<file path="src/rtl/apb_pkg.sv">
// Shared APB definitions: default bus widths and the requester FSM state encoding.
package apb_pkg;

  localparam int unsigned ADDR_W_DEF = 6;
  localparam int unsigned DATA_W_DEF = 32;

  typedef enum logic [1:0] {
    StIdle   = 2'd0,
    StSetup  = 2'd1,
    StAccess = 2'd2,
    StResp   = 2'd3
  } apb_state_e;

endpackage

</file>
<file path="src/rtl/apb_master.sv">
// APB requester: accepts one command at a time, runs the SETUP/ACCESS handshake on the
// APB bus and returns a single response (read data, slave error, timeout) to the consumer.
//
// Ports
//   PCLK, PRESET           clock, asynchronous active-high reset
//   cmd_valid/cmd_ready    command handshake; cmd_write/cmd_addr/cmd_wdata describe it
//   rsp_valid/rsp_ready    response handshake; rsp_rdata/rsp_err/rsp_timeout carry it
//   busy                   high whenever the FSM is not idle
//   PSEL..PWDATA           APB requester outputs
//   PRDATA/PREADY/PSLVERR  APB completer inputs
module apb_master
  import apb_pkg::*;
#(
  parameter int unsigned ADDR_W  = ADDR_W_DEF,
  parameter int unsigned DATA_W  = DATA_W_DEF,
  parameter int unsigned TIMEOUT = 16
) (
  input  logic              PCLK,
  input  logic              PRESET,
  input  logic              cmd_valid,
  output logic              cmd_ready,
  input  logic              cmd_write,
  input  logic [ADDR_W-1:0] cmd_addr,
  input  logic [DATA_W-1:0] cmd_wdata,
  output logic              rsp_valid,
  input  logic              rsp_ready,
  output logic [DATA_W-1:0] rsp_rdata,
  output logic              rsp_err,
  output logic              rsp_timeout,
  output logic              busy,
  output logic              PSEL,
  output logic              PENABLE,
  output logic              PWRITE,
  output logic [ADDR_W-1:0] PADDR,
  output logic [DATA_W-1:0] PWDATA,
  input  logic [DATA_W-1:0] PRDATA,
  input  logic              PREADY,
  input  logic              PSLVERR
);

  // Counter is wide enough to hold TIMEOUT; a disabled timeout still gets one bit.
  localparam int unsigned CntW    = (TIMEOUT == 0) ? 1 : $clog2(TIMEOUT + 1);
  localparam int unsigned TmoLast = (TIMEOUT == 0) ? 0 : TIMEOUT - 1;

  localparam logic [CntW-1:0] TmoLastCnt = TmoLast[CntW-1:0];
  localparam logic [CntW-1:0] CntMax     = '1;
  localparam logic [CntW-1:0] CntOne     = CntW'(1);

  apb_state_e      state_q;
  logic [CntW-1:0] wait_cnt_q;

  // Decoded straight from the state register so acceptance never depends on inputs.
  assign cmd_ready = (state_q == StIdle);
  assign busy      = (state_q != StIdle);

  always_ff @(posedge PCLK or posedge PRESET) begin
    if (PRESET) begin
      state_q     <= StIdle;
      wait_cnt_q  <= '0;
      PSEL        <= 1'b0;
      PENABLE     <= 1'b0;
      PWRITE      <= 1'b0;
      PADDR       <= '0;
      PWDATA      <= '0;
      rsp_valid   <= 1'b0;
      rsp_rdata   <= '0;
      rsp_err     <= 1'b0;
      rsp_timeout <= 1'b0;
    end else begin
      unique case (state_q)
        StIdle: begin
          if (cmd_valid) begin
            PWRITE  <= cmd_write;
            PADDR   <= cmd_addr;
            PWDATA  <= cmd_wdata;
            PSEL    <= 1'b1;
            PENABLE <= 1'b0;
            state_q <= StSetup;
          end
        end

        StSetup: begin
          PENABLE    <= 1'b1;
          wait_cnt_q <= '0;
          state_q    <= StAccess;
        end

        StAccess: begin
          if (PREADY) begin
            PSEL        <= 1'b0;
            PENABLE     <= 1'b0;
            rsp_valid   <= 1'b1;
            rsp_rdata   <= PWRITE ? '0 : PRDATA;
            rsp_err     <= PSLVERR;
            rsp_timeout <= 1'b0;
            state_q     <= StResp;
          end else if ((TIMEOUT != 0) && (wait_cnt_q == TmoLastCnt)) begin
            // Completer never answered: abandon the transfer with an error response.
            PSEL        <= 1'b0;
            PENABLE     <= 1'b0;
            rsp_valid   <= 1'b1;
            rsp_rdata   <= '0;
            rsp_err     <= 1'b1;
            rsp_timeout <= 1'b1;
            state_q     <= StResp;
          end else if (wait_cnt_q != CntMax) begin
            wait_cnt_q <= wait_cnt_q + CntOne;
          end
        end

        StResp: begin
          // rsp_* hold their values until the consumer takes them.
          if (rsp_ready) begin
            rsp_valid <= 1'b0;
            state_q   <= StIdle;
          end
        end

        default: state_q <= StIdle;
      endcase
    end
  end

endmodule
</file>
<file path="config.mk">
export PLATFORM = sky130hd
export DESIGN_NAME = apb_master
export DESIGN_NICKNAME = d
export VERILOG_FILES = /design/src/rtl/apb_pkg.sv /design/src/rtl/apb_master.sv
export SDC_FILE = /design/constraint.sdc
export NUM_CORES = 1
export LEC_CHECK = 0
export ABC_AREA = 0
export CAP_MARGIN = 15
export CORE_ASPECT_RATIO = 1.2
export CORE_MARGIN = 3
export CORE_UTILIZATION = 45
export CTS_BUF_LIST = sky130_fd_sc_hd__clkbuf_4 sky130_fd_sc_hd__clkbuf_8
export DETAILED_ROUTE_END_ITERATION = 7
export HOLD_SLACK_MARGIN = 0.15
export PLACE_DENSITY = 0.87
export SKIP_LAST_GASP = 1
export SYNTH_ARGS = -nofsm -noshare
export SYNTH_HDL_FRONTEND = slang
export SYNTH_SLANG_ARGS = --single-unit
</file>
<file path="constraint.sdc">
create_clock -name PCLK -period 6.12 [get_ports PCLK]
set_input_delay 1.224 -clock PCLK [delete_from_list [all_inputs] [get_ports PCLK]]
set_output_delay 1.224 -clock PCLK [all_outputs]
set_load 0.01 [all_outputs]
</file>
# [Yosys cells after proc, flatten, opt, wreduce, memory -nomap -nowiden]
# Cells that the tools add are included.
[totals] ff_bits=83 latchBits=0 ram_bits=0 rom_bits=0 wordCells=61 mem_count=0
[classes] n_addsub=1 mul=0 div_mod_pow=0 magnitude_cmp=0 eq_ne=11 shifts=0 muxes=24 bitwise=0 n_reduce_logical=14
[ops] operator="32-bit two-way mux" count=3
[ops] operator="5-bit two-way mux" count=3
[ops] operator="3-bit AND reduction" count=4
[ops] operator="2-bit inequality test, second input constant" count=5
[ops] operator="5-bit case mux with 2 select lines" count=1
[ops] operator="2-bit nonzero test" count=5
[ops] operator="1-bit two-way mux" count=9
[ops] operator="2-bit two-way mux" count=4
[ops] operator="2-bit case mux with 4 select lines" count=1
[ops] operator="5-bit by 1-bit adder with 5-bit output, second input constant" count=1
[ops] operator="5-bit by 4-bit equality test with 1-bit output, second input constant" count=1
[ops] operator="5-bit inequality test, second input constant" count=1
[ops] operator="2-bit equality test, second input constant" count=2
[ops] operator="1-bit case mux with 2 select lines" count=2
[ops] operator="2-bit AND reduction" count=2
[ops] operator="4-bit AND reduction" count=1
[ops] operator="3-bit inequality test, second input constant" count=1
[ops] operator="1-bit case mux with 3 select lines" count=1
[ops] operator="3-bit nonzero test" count=1
[ops] operator="2-bit by 1-bit equality test with 1-bit output, second input constant" count=1
[ops] operator="2-bit logical NOT" count=1

# [Depth between registers and ports, before layout]
# Gate-level depths: netlist (run 1).
[logic_depth] ltp_word=5 ltp_mapped=7 depth_no_buf=6

# [Worst setup path before layout (run 1)]
# Ideal clock, no wire load.
[synth_timing] path_kind="input port to flip-flop" from="input PREADY" to="register wait_cnt_q[0]" arrival_time_ps=2032 path_slack_ps=3965 path_stages=4 path_buffers=1 cell_sequence="buf_6 or4b_4 nand3_1 o21ai_1"
[synth_between] elab_chain_len=2
[synth_rtl] item="start: declaration" line="apb_master.sv:37" text="input logic PREADY,"
[synth_rtl] item="2-bit inequality test (no line)"
[synth_rtl] item="4-bit AND reduction (no line)"
[synth_rtl] item="end signal: assignment" line="apb_master.sv:107" text="wait_cnt_q <= wait_cnt_q + CntOne;"
[synth_rtl] item="end: declaration" line="apb_master.sv:50" text="logic [CntW-1:0] wait_cnt_q;"
# Every way passes these cells.
# A chain may end at the register's enable or synchronous reset.

# [Worst setup path after layout (run 1)]
[layout_timing] from="register state_q[0]" to="output busy"
[layout_between] elab_chain_len=1
[layout_rtl] item="start: declaration" line="apb_master.sv:49" text="apb_state_e state_q;"
[layout_rtl] item="start signal: assignment" line="apb_master.sv:58" text="state_q <= StIdle;"
[layout_rtl] item="start signal: assignment" line="apb_master.sv:78" text="state_q <= StSetup;"
[layout_rtl] item="start signal: assignment" line="apb_master.sv:85" text="state_q <= StAccess;"
[layout_rtl] item="2-bit nonzero test" line="apb_master.sv:54" text="assign busy = (state_q != StIdle);"
[layout_rtl] item="end: declaration" line="apb_master.sv:30" text="output logic busy,"
# Every way passes these cells.

==> key figures, run 1 <==
Outcome
  • Status: finished, final reports clean

Power
  • Clock power frac: 16.2%
  • Sw Ratio: 31.5%
  • Reg power frac: 37.9%
  • Comb pwr share: 46.0%
  • Worst IR Drop VDD: 0.269 mV
  • Leakage: about 2.2 nW
  • Psw: 783 uW
  • Int Pwr: roughly 1.7 mW
  • Power density cells: 490 nW/um^2

Place
  • DP Area: 4840 um^2
  • HPWL after DPL: slightly below 6000 um
  • Pre-CTS WS: between 2000 and 3000 ps
  • RePlAce Congestion: 0.742
  • Port Buf Inserts: 154
  • Inst Count DP: 452

GRT
  • Initial antenna violation count: 0
  • Number of global-route vias before repair: roughly 2500
  • Largest net degree at the start of global routing: 44
  • Congestion Overflow GR: 0
  • GRT Total Usage: a little under 20%
  • First-pass GRT wire length: between 10000 and 15000 um

Finish
  • Nets: 462
  • Fillers: 455
  • Fin cells: 470
  • Final core utilization: 73.1%
  • Area Growth Syn to Fin: 56.4%
  • Fraction of layout cells with a size suffix above 1: 14.6%
  • Final Instance Area: around 5100 um^2
  • Ant diodes: 0

Route
  • DRC Markers: 0
  • DRT Wirelength: 7870 um
  • Post-DRT Antenna Nets: 0
  • Avg WL per Cell: around 17 um
  • Post-DR vias/cell: 5.08
  • Vias: 2386
  • First-pass DRT Iterations: 4
  • Starting DRT DRC Count: 60

Floorplanning
  • Die Wd: 83.5 um
  • Die outline height: 99.0 um
  • Row count: 33
  • Core area: roughly 7000 um^2
  • Initial core utilization: between 40% and 50%
  • Num ports: 155
  • Die area: 8270 um^2

Clock network
  • Worst-Skew Late Latency: about 340 ps
  • CTS buffer count: 9
  • Root Driver: clkbuf_8
  • Clock buffer depth: 2
  • H-tree depth: 3
  • Clock Sinks: slightly above 80
  • # hold bufs at CTS: 0
  • Setup bufs post-CTS: 0
  • CTS tree: yes
  • Post-CTS resize count: 0
  • Clock-pin transition on the worst setup and hold timing paths: around 90 ps

Timing
  • Max-slew violation count: 0
  • Final min period: between 2000 and 3000 ps
  • Peak Freq: 340 MHz
  • Worst Setup Slack, final: 3180 ps
  • Clock skew: 9.91 ps
  • Worst-Margin Slew: slightly below 800 ps
  • RSZ-0062 raised after global routing: false
  • Final Cycle Share: 48.0%
  • Final hold violation count: 0
  • Worst relative slew slack: 47.1%
  • Final setup violating endpoints: 0
  • Final TNS setup: 0 ps

Worst hold path
  • WHS Endpoint: wait_cnt_q[3]
  • Hold path start: wait_cnt_q[3]
  • Hold Crit Depth: 1
  • Worst min path class: flop to flop

Logic synthesis
  • Cell variety after synth: 27
  • Seq cells post-synth: 83
  • Syn_area_per_cell: 14.7 um^2
  • Number of synthesized flops with an enable pin: 0
  • Share of synthesized flip-flops with an asynchronous set or reset: 100%
  • Synth Cell Area: 3240 um^2
  • Post-Syn Nets: 305
  • Gate count after technology mapping: roughly 220
  • Syn. warnings: 0
  • Main synth FF type: dfrtp_1
  • Seq/Total Area, Yosys: between 60 and 70%

Critical path
  • Worst R2R Start: wait_cnt_q[0]
  • Startpoint types: flop
  • CP dominant cell by count: inv_1
  • Crit-path cells: inv_1 -> ha_1 -> inv_1 -> clkdlybuf4s50_1
  • Crit Path Class: flop to output port
  • CP max stage delay: around 530 ps
  • R2r worst-path depth: 6
  • Slowest cell on crit path: clkdlybuf4s50_1
  • CP endpoint kind: output port
  • CP Max Fanout: 6
  • Worst EP required: 4900 ps
  • CP Data Arrival Time: 1710 ps
  • Capture point of the worst reg-to-reg path: rsp_rdata[0]
  • Worst reg2reg setup slack: roughly 3800 ps

Run
  • Max cap viols: 0
[worst max-delay path, delay by kind of cell, from the launching register on]
family	cells	cell delay [ps]
buffers and inverters	3	680
DFF	1	410
adders and majority gates	1	270
[layout by cell type, fill, tap and decap left out]
master and n:
clkdlybuf4s50_1 154, dfrtp_1 83, a22o_1 32, mux2_2 29, mux2_1 12, nand2_1 10, clkbuf_8 9, ha_1 7
inv_1 5, a21oi_1 4, inv_6 4, nand3_1 3, o21ai_0 3, o21ai_1 2, mux2i_1 2, nor2b_1 2
nor2_1 2, buf_4 2, o21ai_2 1, nor2_2 1, or4b_4 1, nand2b_1 1, nor4b_2 1, nand4_1 1
nor3b_2 1, nor3_2 1, o32a_1 1, and3_1 1, clkinv_2 1, nor3_1 1, o311ai_0 1, clkinv_4 1
bufinv_16 1, clkinvlp_4 1, buf_8 1, buf_6 1
[synth_stat cells, types with 2 or more instances]
master,number,area [um^2]
a21oi_1,4,20.0
nor2_1,2,7.51
nand3_1,3,15.0
mux2i_1,2,20.0
o21ai_0,3,15.0
mux2_1,12,135
dfrtp_1,83,2080
buf_2,10,50.1
o21ai_1,3,15.0
mux2_2,29,327
buf_6,2,22.5
inv_1,6,22.5
ha_1,7,87.6
nand2_1,10,37.5
nor2b_1,2,12.5
a22o_1,32,280
[flip-flops by register name, summed over array words and instances, names as in the netlist]
register and count:
state_q 2, PENABLE 1, rsp_valid 1, PSEL 1
rsp_err 1, PWRITE 1, PADDR 6, PWDATA 32
rsp_rdata 32, wait_cnt_q 5, rsp_timeout 1
[layout make-up]
| cell class | instances | area (um^2) | area share [%] |
|---|---|---|---|
| clock inverters | 7 | 81.3 | 1.60 |
| inverters | 6 | 23.8 | 0.469 |
| well taps | 87 | 109 | 2.15 |
| repair buffers | 158 | 1580 | 31.2 |
| flip-flops and latches | 83 | 2080 | 40.9 |
| clock buffers | 9 | 124 | 2.44 |
| multi-input cells | 120 | 1080 | 21.2 |
[stage by stage]
stage / total power, mW / hold WS, ps
global route: 2.64 / 502
finish: 2.49 / 476
floorplan: 1.46 / 437
detailed placement: 2.10 / 468
CTS: 2.51 / 481
global placement: 2.05 / 451
[power groups by stage]
stage / registers (mW) / clock network (mW) / logic, mW
2_1_floorplan: 1.05 / 0 / 0.407
3_3_place_gp: 0.941 / 0 / 1.11
3_5_place_dp: 0.950 / 0 / 1.15
4_1_cts: 0.941 / 0.414 / 1.15
5_1_grt: 0.972 / 0.440 / 1.22
6_report: 0.941 / 0.402 / 1.14
[routing by layer]
layer | track usage [%] | part of all wire, % | up-vias
li1 | - | - | 1109
met1 | 24.6 | 40 | 1162
met2 | 34.2 | 53 | 109
met3 | 5.18 | 6.6 | 6
met4 | 5.57 | 0.72 | 0
met5 | 0 | 0 | -
[how the worst max path moves through the flow]
stage               start             to  slack (ps)  cells past startpoint
2_1_floorplan      PRESET       PADDR[0]        2760                      1
3_3_place_gp       PREADY  rsp_rdata[27]        2920                      4
3_5_place_dp       PREADY   rsp_rdata[0]        2750                      4
4_1_cts            PREADY  rsp_rdata[17]        3100                      4
5_1_grt        state_q[0]           busy        3060                      4
6_report       state_q[0]           busy        3180                      4
[cell families after synthesis]
| group | count (synthesis) | share of synthesized area [%] |
|---|---|---|
| buffers and inverters | 18 | 2.93 |
| adder cells (fa/ha/maj) | 7 | 2.70 |
| AO/OA/AOI/OAI | 44 | 10.8 |
| multiplexers | 43 | 14.8 |
| flip-flops | 83 | 64.0 |
| AND/OR/NAND/NOR | 26 | 4.74 |
No activity file was read; power rests on OpenSTA's default activity.
==> run 2: changes to the inputs <==
--- a/config.mk
+++ b/config.mk
@@ -9,11 +9,11 @@
 export CAP_MARGIN = 15
 export CORE_ASPECT_RATIO = 1.2
 export CORE_MARGIN = 3
-export CORE_UTILIZATION = 45
+export CORE_UTILIZATION = 38
 export CTS_BUF_LIST = sky130_fd_sc_hd__clkbuf_4 sky130_fd_sc_hd__clkbuf_8
 export DETAILED_ROUTE_END_ITERATION = 7
 export HOLD_SLACK_MARGIN = 0.15
-export PLACE_DENSITY = 0.87
+export PLACE_DENSITY = 0.78
 export SKIP_LAST_GASP = 1
 export SYNTH_ARGS = -nofsm -noshare
 export SYNTH_HDL_FRONTEND = slang
==> constraint.sdc (replaced) <==
create_clock -name PCLK -period 2.6 [get_ports PCLK]
set_input_delay 0.52 -clock PCLK [delete_from_list [all_inputs] [get_ports PCLK]]
set_output_delay 0.52 -clock PCLK [all_outputs]
set_load 0.01 [all_outputs]
==> key figures, run 2 (same netlist as run 1, synthesis figures left out) <==
Timing
  • Clock skew: 12.0 ps (+2.05 ps)
  • Final hold violation count: 0 (unchanged)
  • Final min period: approximately 2200 ps
  • Worst relative slew slack: 62.4% (+15 points)
  • Final setup violating endpoints: 0 (unchanged)
  • Final Cycle Share: around 85%
  • Max-slew violation count: 0 (unchanged)
  • Worst-Margin Slew: 564 ps (-228 ps)
  • RSZ-0062 raised after global routing: false
  • Peak Freq: 450 MHz
  • Final TNS setup: 0 ps (unchanged)

Floorplanning
  • Die area: 9690 um^2 (+17%)
  • Die outline height: 107 um (+8.3%)
  • Initial core utilization: 39.6% (-7.2 points)
  • Core area: 8200 um^2 (+18%)
  • Row count: 36 (+9.1%)
  • Die Wd: 90.4 um (+8.2%)
  • Num ports: 155 (unchanged)

Outcome
  • Status: finished, final reports clean

GRT
  • Largest net degree at the start of global routing: 46 (+4.5%)
  • Number of global-route vias before repair: 2569 (+1.4%)
  • Initial antenna violation count: 0 (unchanged)
  • GRT Total Usage: 17.0% (-2.7 points)
  • Congestion Overflow GR: 0 (unchanged)
  • First-pass GRT wire length: 13100 um (+0.80%)

Finish
  • Ant diodes: 0 (unchanged)
  • Fraction of layout cells with a size suffix above 1: 14.8% (+0.22 points)
  • Most frequent cells in the layout: clkdlybuf4s50_1, dfrtp_1, a22o_1, mux2_2, mux2_1
  • Biggest regs: PWDATA: 32 flops, rsp_rdata: 32 flops, PADDR: 6 flops
  • Final Instance Area: 5140 um^2 (+1.4%)
  • Commonest non-fill, non-tap cell in the layout: clkdlybuf4s50_1
  • Nets: 463 (+0.22%)
  • Area Growth Syn to Fin: 58.5%

Clock network
  • # hold bufs at CTS: 0 (unchanged)
  • Setup bufs post-CTS: 0 (unchanged)
  • Root Driver: clkbuf_8
  • CTS buffer count: 9 (unchanged)
  • H-tree depth: 3 (unchanged)
  • Worst-Skew Late Latency: 340 ps (about the same)
  • CTS tree: yes
  • Post-CTS resize count: 0 (unchanged)
  • Clock Sinks: 83 (unchanged)
  • Clock buffer depth: 2 (unchanged)
  • Clock-pin transition on the worst setup and hold timing paths: 80 ps (about the same)

Route
  • DRT Wirelength: 8100 um (+3.0%)
  • Post-DRT Antenna Nets: 0 (unchanged)
  • DRC Markers: 0 (unchanged)
  • Avg WL per Cell: 16.3 um (-2.8%)
  • Post-DR vias/cell: 4.76 (-6.3%)
  • Starting DRT DRC Count: 84 (+40%)
  • Vias: 2369 (-0.71%)
  • First-pass DRT Iterations: 4 (unchanged)

Power
  • Total power: 5.96 mW (+140%)
  • Leakage: 2.22 nW (+0.72%)
  • Power density cells: 1160 nW/um^2 (+140%)
  • Worst IR Drop VDD: 0.619 mV (+130%)

Worst hold path
  • Worst min path class: flop to flop

Place
  • Port Buf Inserts: 154 (unchanged)
  • HPWL after DPL: 5910 um (+2.3%)
  • RePlAce Congestion: 0.790 (+6.5%)
  • DP Area: 4910 um^2 (+1.5%)

Run
  • Max cap viols: 0 (unchanged)

Critical path
  • Crit Path Class: flop to output port
  • CP Data Arrival Time: 1700 ps (about the same)
  • Startpoint types: flop
  • Worst EP required: 2080 ps (-2820 ps)
  • CP Max Fanout: 6 (unchanged)
  • CP endpoint kind: output port
## run 2: cell types whose count changed in the layout (fill, tap and decap cells not counted), sizes merged
cell	previous run	this run
buf	4	5
bufinv	1	2
clkbuf	9	11
clkinv	2	1
clkinvlp	1	2
inv	9	6
## run 2: critical path: stages (launching register included)
cell and delay, ps:
dfrtp_1 420, inv_1 100, ha_1 270, clkdlybuf4s50_1 580
## run 2: power by group
group          internal, mW  switching, mW
combinational          1.66           1.03
sequential             1.89          0.319
clock                 0.584          0.474
total                  4.13           1.82
## run 2: per-stage QoR
step	util (%)	setup WS, ps	std cells	hold slack (ps)
finish	62.7	378	498	480
global route	62.7	269	498	523
CTS	62.7	345	498	483
detailed placement	59.9	521	482	474
global placement	59.9	558	482	457
floorplan	-	741	221	437
## run 2: layer usage
| layer | part of all wire [%] | GRT usage [%] |
|---|---|---|
| met5 | 0 | 0 |
| met2 | 52 | 29.3 |
| met1 | 42 | 21.3 |
| met3 | 5.0 | 4.07 |
| met4 | 0.84 | 5.25 |
## run 2: cell type report
cell class,instances,area [um^2]
Clock buffer,11,145
Clock inverter,5,85.1
Inverter,6,26.3
Multi-Input combinational cell,120,1080
Timing Repair Buffer,159,1590
Tap cell,114,143
Sequential cell,83,2080
Fill cell,705,3050
## run 2: worst paths after layout
check | endpoint | cells past startpoint | slack [ps] | startpoint
worst max-delay path | cmd_ready | 3 | 380 | state_q[1]
worst min-delay path | wait_cnt_q[3] | 1 | 480 | wait_cnt_q[3]
worst max register to register | wait_cnt_q[4] | 6 | 560 | wait_cnt_q[0]
worst min register to register | wait_cnt_q[3] | 1 | 480 | wait_cnt_q[3]
max in group asynchronous | rsp_rdata[2] | 3 | 1490 | PRESET
min in group asynchronous | rsp_rdata[26] | 3 | 680 | PRESET
==> run 3: changes to the inputs <==
--- a/config.mk
+++ b/config.mk
@@ -7,7 +7,6 @@
 export LEC_CHECK = 0
 export ABC_AREA = 0
 export CAP_MARGIN = 15
-export CORE_ASPECT_RATIO = 1.2
 export CORE_MARGIN = 3
 export CORE_UTILIZATION = 38
 export CTS_BUF_LIST = sky130_fd_sc_hd__clkbuf_4 sky130_fd_sc_hd__clkbuf_8
==> key figures, run 3 (same netlist as run 1, synthesis figures left out) <==
Finish
  • Nets: 463 (unchanged)
  • Commonest non-fill, non-tap cell in the layout: clkdlybuf4s50_1
  • Area Growth Syn to Fin: 57.4%
  • Fraction of layout cells with a size suffix above 1: 15.1% (+0.26 points)
  • Most frequent cells in the layout: clkdlybuf4s50_1, dfrtp_1, a22o_1, mux2_2, mux2_1
  • Biggest regs: PWDATA: 32 flops, rsp_rdata: 32 flops, PADDR: 6 flops
  • Fillers: 653 (-7.4%)
  • Total area of sequential cells: 2080 um^2 (unchanged)
  • Ant diodes: 0 (unchanged)
  • Area occupied by multi-input gates: 1080 um^2 (+0.23%)

Timing
  • Peak Freq: 451 MHz (+0.23%)
  • Worst Setup Slack, final: 383 ps (+5.09 ps)
  • Worst-Margin Slew: 396 ps (-169 ps)
  • Clock skew: 9.51 ps (-2.46 ps)
  • Final setup violating endpoints: 0 (unchanged)
  • Final TNS setup: 0 ps (unchanged)
  • Worst relative slew slack: 73.5% (+11 points)
  • RSZ-0062 raised after global routing: false
  • Max-slew violation count: 0 (unchanged)
  • Final Cycle Share: 85.3% (-0.20 points)
  • Final min period: 2220 ps (-5.09 ps)
  • Final hold violation count: 0 (unchanged)

GRT
  • Largest net degree at the start of global routing: 50 (+8.7%)
  • Initial antenna violation count: 0 (unchanged)
  • First-pass GRT wire length: 12400 um (-5.6%)
  • GRT Total Usage: 15.8% (-1.2 points)
  • Congestion Overflow GR: 0 (unchanged)
  • Number of global-route vias before repair: 2426 (-5.6%)

Critical path
  • Worst R2R Start: wait_cnt_q[0]
  • CP Data Arrival Time: 1700 ps (about the same)
  • Slowest cell on crit path: clkdlybuf4s50_1
  • CP endpoint kind: output port
  • CP startpoint: state_q[0]
  • Crit-path cells: inv_1 -> ha_1 -> clkdlybuf4s50_1
  • R2r worst-path depth: 6 (unchanged)
  • CP Max Fanout: 6 (unchanged)
  • Critical path destination: cmd_ready
  • Startpoint types: flop
  • Worst reg2reg setup slack: 620 ps (+60 ps)
  • Crit Path Class: flop to output port
  • CP max stage delay: 580 ps (about the same)
  • Worst EP required: 2080 ps (about the same)
  • Capture point of the worst reg-to-reg path: wait_cnt_q[0]

Run
  • Max cap viols: 0 (unchanged)

Outcome
  • Status: finished, final reports clean

Clock network
  • H-tree depth: 3 (unchanged)
  • Worst-Skew Late Latency: 340 ps (about the same)
  • Clock-pin transition on the worst setup and hold timing paths: 80 ps (about the same)
  • Clock buffer depth: 2 (unchanged)
  • Setup bufs post-CTS: 0 (unchanged)
  • CTS buffer count: 9 (unchanged)
  • Post-CTS resize count: 0 (unchanged)
  • Root Driver: clkbuf_8
  • CTS tree: yes
  • Clock Sinks: 83 (unchanged)
  • # hold bufs at CTS: 0 (unchanged)

Power
  • Clock power frac: 14.4% (-3.4 points)
  • Comb pwr share: 47.0% (+1.8 points)
  • Sw Ratio: 31.5% (+0.94 points)
  • Reg power frac: 38.6% (+1.6 points)
  • Leakage: 2.21 nW (-0.62%)
  • Worst IR Drop VDD: 0.474 mV (-23%)
  • Psw: 1.80 mW (-1.2%)
  • Int Pwr: 3.91 mW (-5.4%)
  • Total power: 5.71 mW (-4.1%)
  • Power density cells: 1120 nW/um^2 (-3.4%)

Route
  • Starting DRT DRC Count: 59 (-30%)
  • First-pass DRT Iterations: 4 (unchanged)
  • Post-DR vias/cell: 4.87 (+2.3%)
  • Avg WL per Cell: 15.5 um (-4.7%)
  • Vias: 2380 (+0.46%)
  • Post-DRT Antenna Nets: 0 (unchanged)
  • DRC Markers: 0 (unchanged)
  • DRT Wirelength: 7580 um (-6.4%)

Floorplanning
  • Row count: 33 (-8.3%)
  • Die Wd: 98.4 um (+8.9%)
  • Core area: 8260 um^2 (+0.73%)
  • Die outline height: 98.4 um (-8.2%)
  • Num ports: 155 (unchanged)
  • Die area: 9680 um^2 (about the same)
  • Initial core utilization: 39.3% (-0.29 points)

Place
  • Pre-CTS WS: 555 ps (+34.4 ps)
  • HPWL after DPL: 5590 um (-5.4%)
  • Port Buf Inserts: 154 (unchanged)
  • RePlAce Congestion: 0.771 (-2.4%)

Worst hold path
  • Worst min path class: primary input to asynchronous set/reset pin
run 3: worst min-delay path by stage:
stage	startpoint	end	slack, ps	cells past startpoint
finish	PRESET	PWDATA[6]	420	2
global route	PRESET	PWDATA[6]	390	2
CTS	PRESET	PWDATA[6]	400	2
detailed placement	wait_cnt_q[3]	wait_cnt_q[3]	470	1
global placement	wait_cnt_q[3]	wait_cnt_q[3]	460	1
floorplan	wait_cnt_q[3]	wait_cnt_q[3]	440	1
run 3: layout make-up:
cell class                 instances  share of cell area, %
tap                              105                   2.57
inverter                           6                  0.515
timing repair buffer             159                   31.7
clock inverter                     7                   1.03
clock buffer                       9                   2.43
sequential                        83                   40.7
multi-input combinational        120                   21.1
run 3: metal layers:
| layer | track usage, % | wire length (um) | share of wire, % |
|---|---|---|---|
| met3 | 4.71 | 436 | 5.7 |
| met1 | 21.1 | 3330 | 44 |
| met5 | 0 | 0 | 0 |
| met4 | 4.73 | 39 | 0.51 |
| met2 | 25.1 | 3770 | 50 |
run 3: power groups by stage:
stage / Clock [mW] / Combinational [mW] / Sequential, mW
3_5_place_dp: 0 / 2.72 / 2.23
4_1_cts: 0.858 / 2.73 / 2.21
2_1_floorplan: 0 / 0.957 / 2.47
3_3_place_gp: 0 / 2.67 / 2.21
6_report: 0.823 / 2.68 / 2.20
5_1_grt: 0.918 / 2.87 / 2.28
run 3: per-stage QoR:
stage / instances / utilization, % / hold slack (ps) / cell area [um^2]
floorplan: 221 / - / 437 / 3250
global placement: 473 / 59.7 / 456 / 4930
detailed placement: 473 / 59.7 / 473 / 4930
CTS: 489 / 61.8 / 397 / 5110
global route: 489 / 61.8 / 393 / 5110
finish: 489 / 61.8 / 417 / 5110
run 3: critical path: cells and delay by family, from the launching register on:
family | cells | cell delay, ps
fa+ha+maj | 1 | 270
flops | 1 | 420
buf+inv | 2 | 670
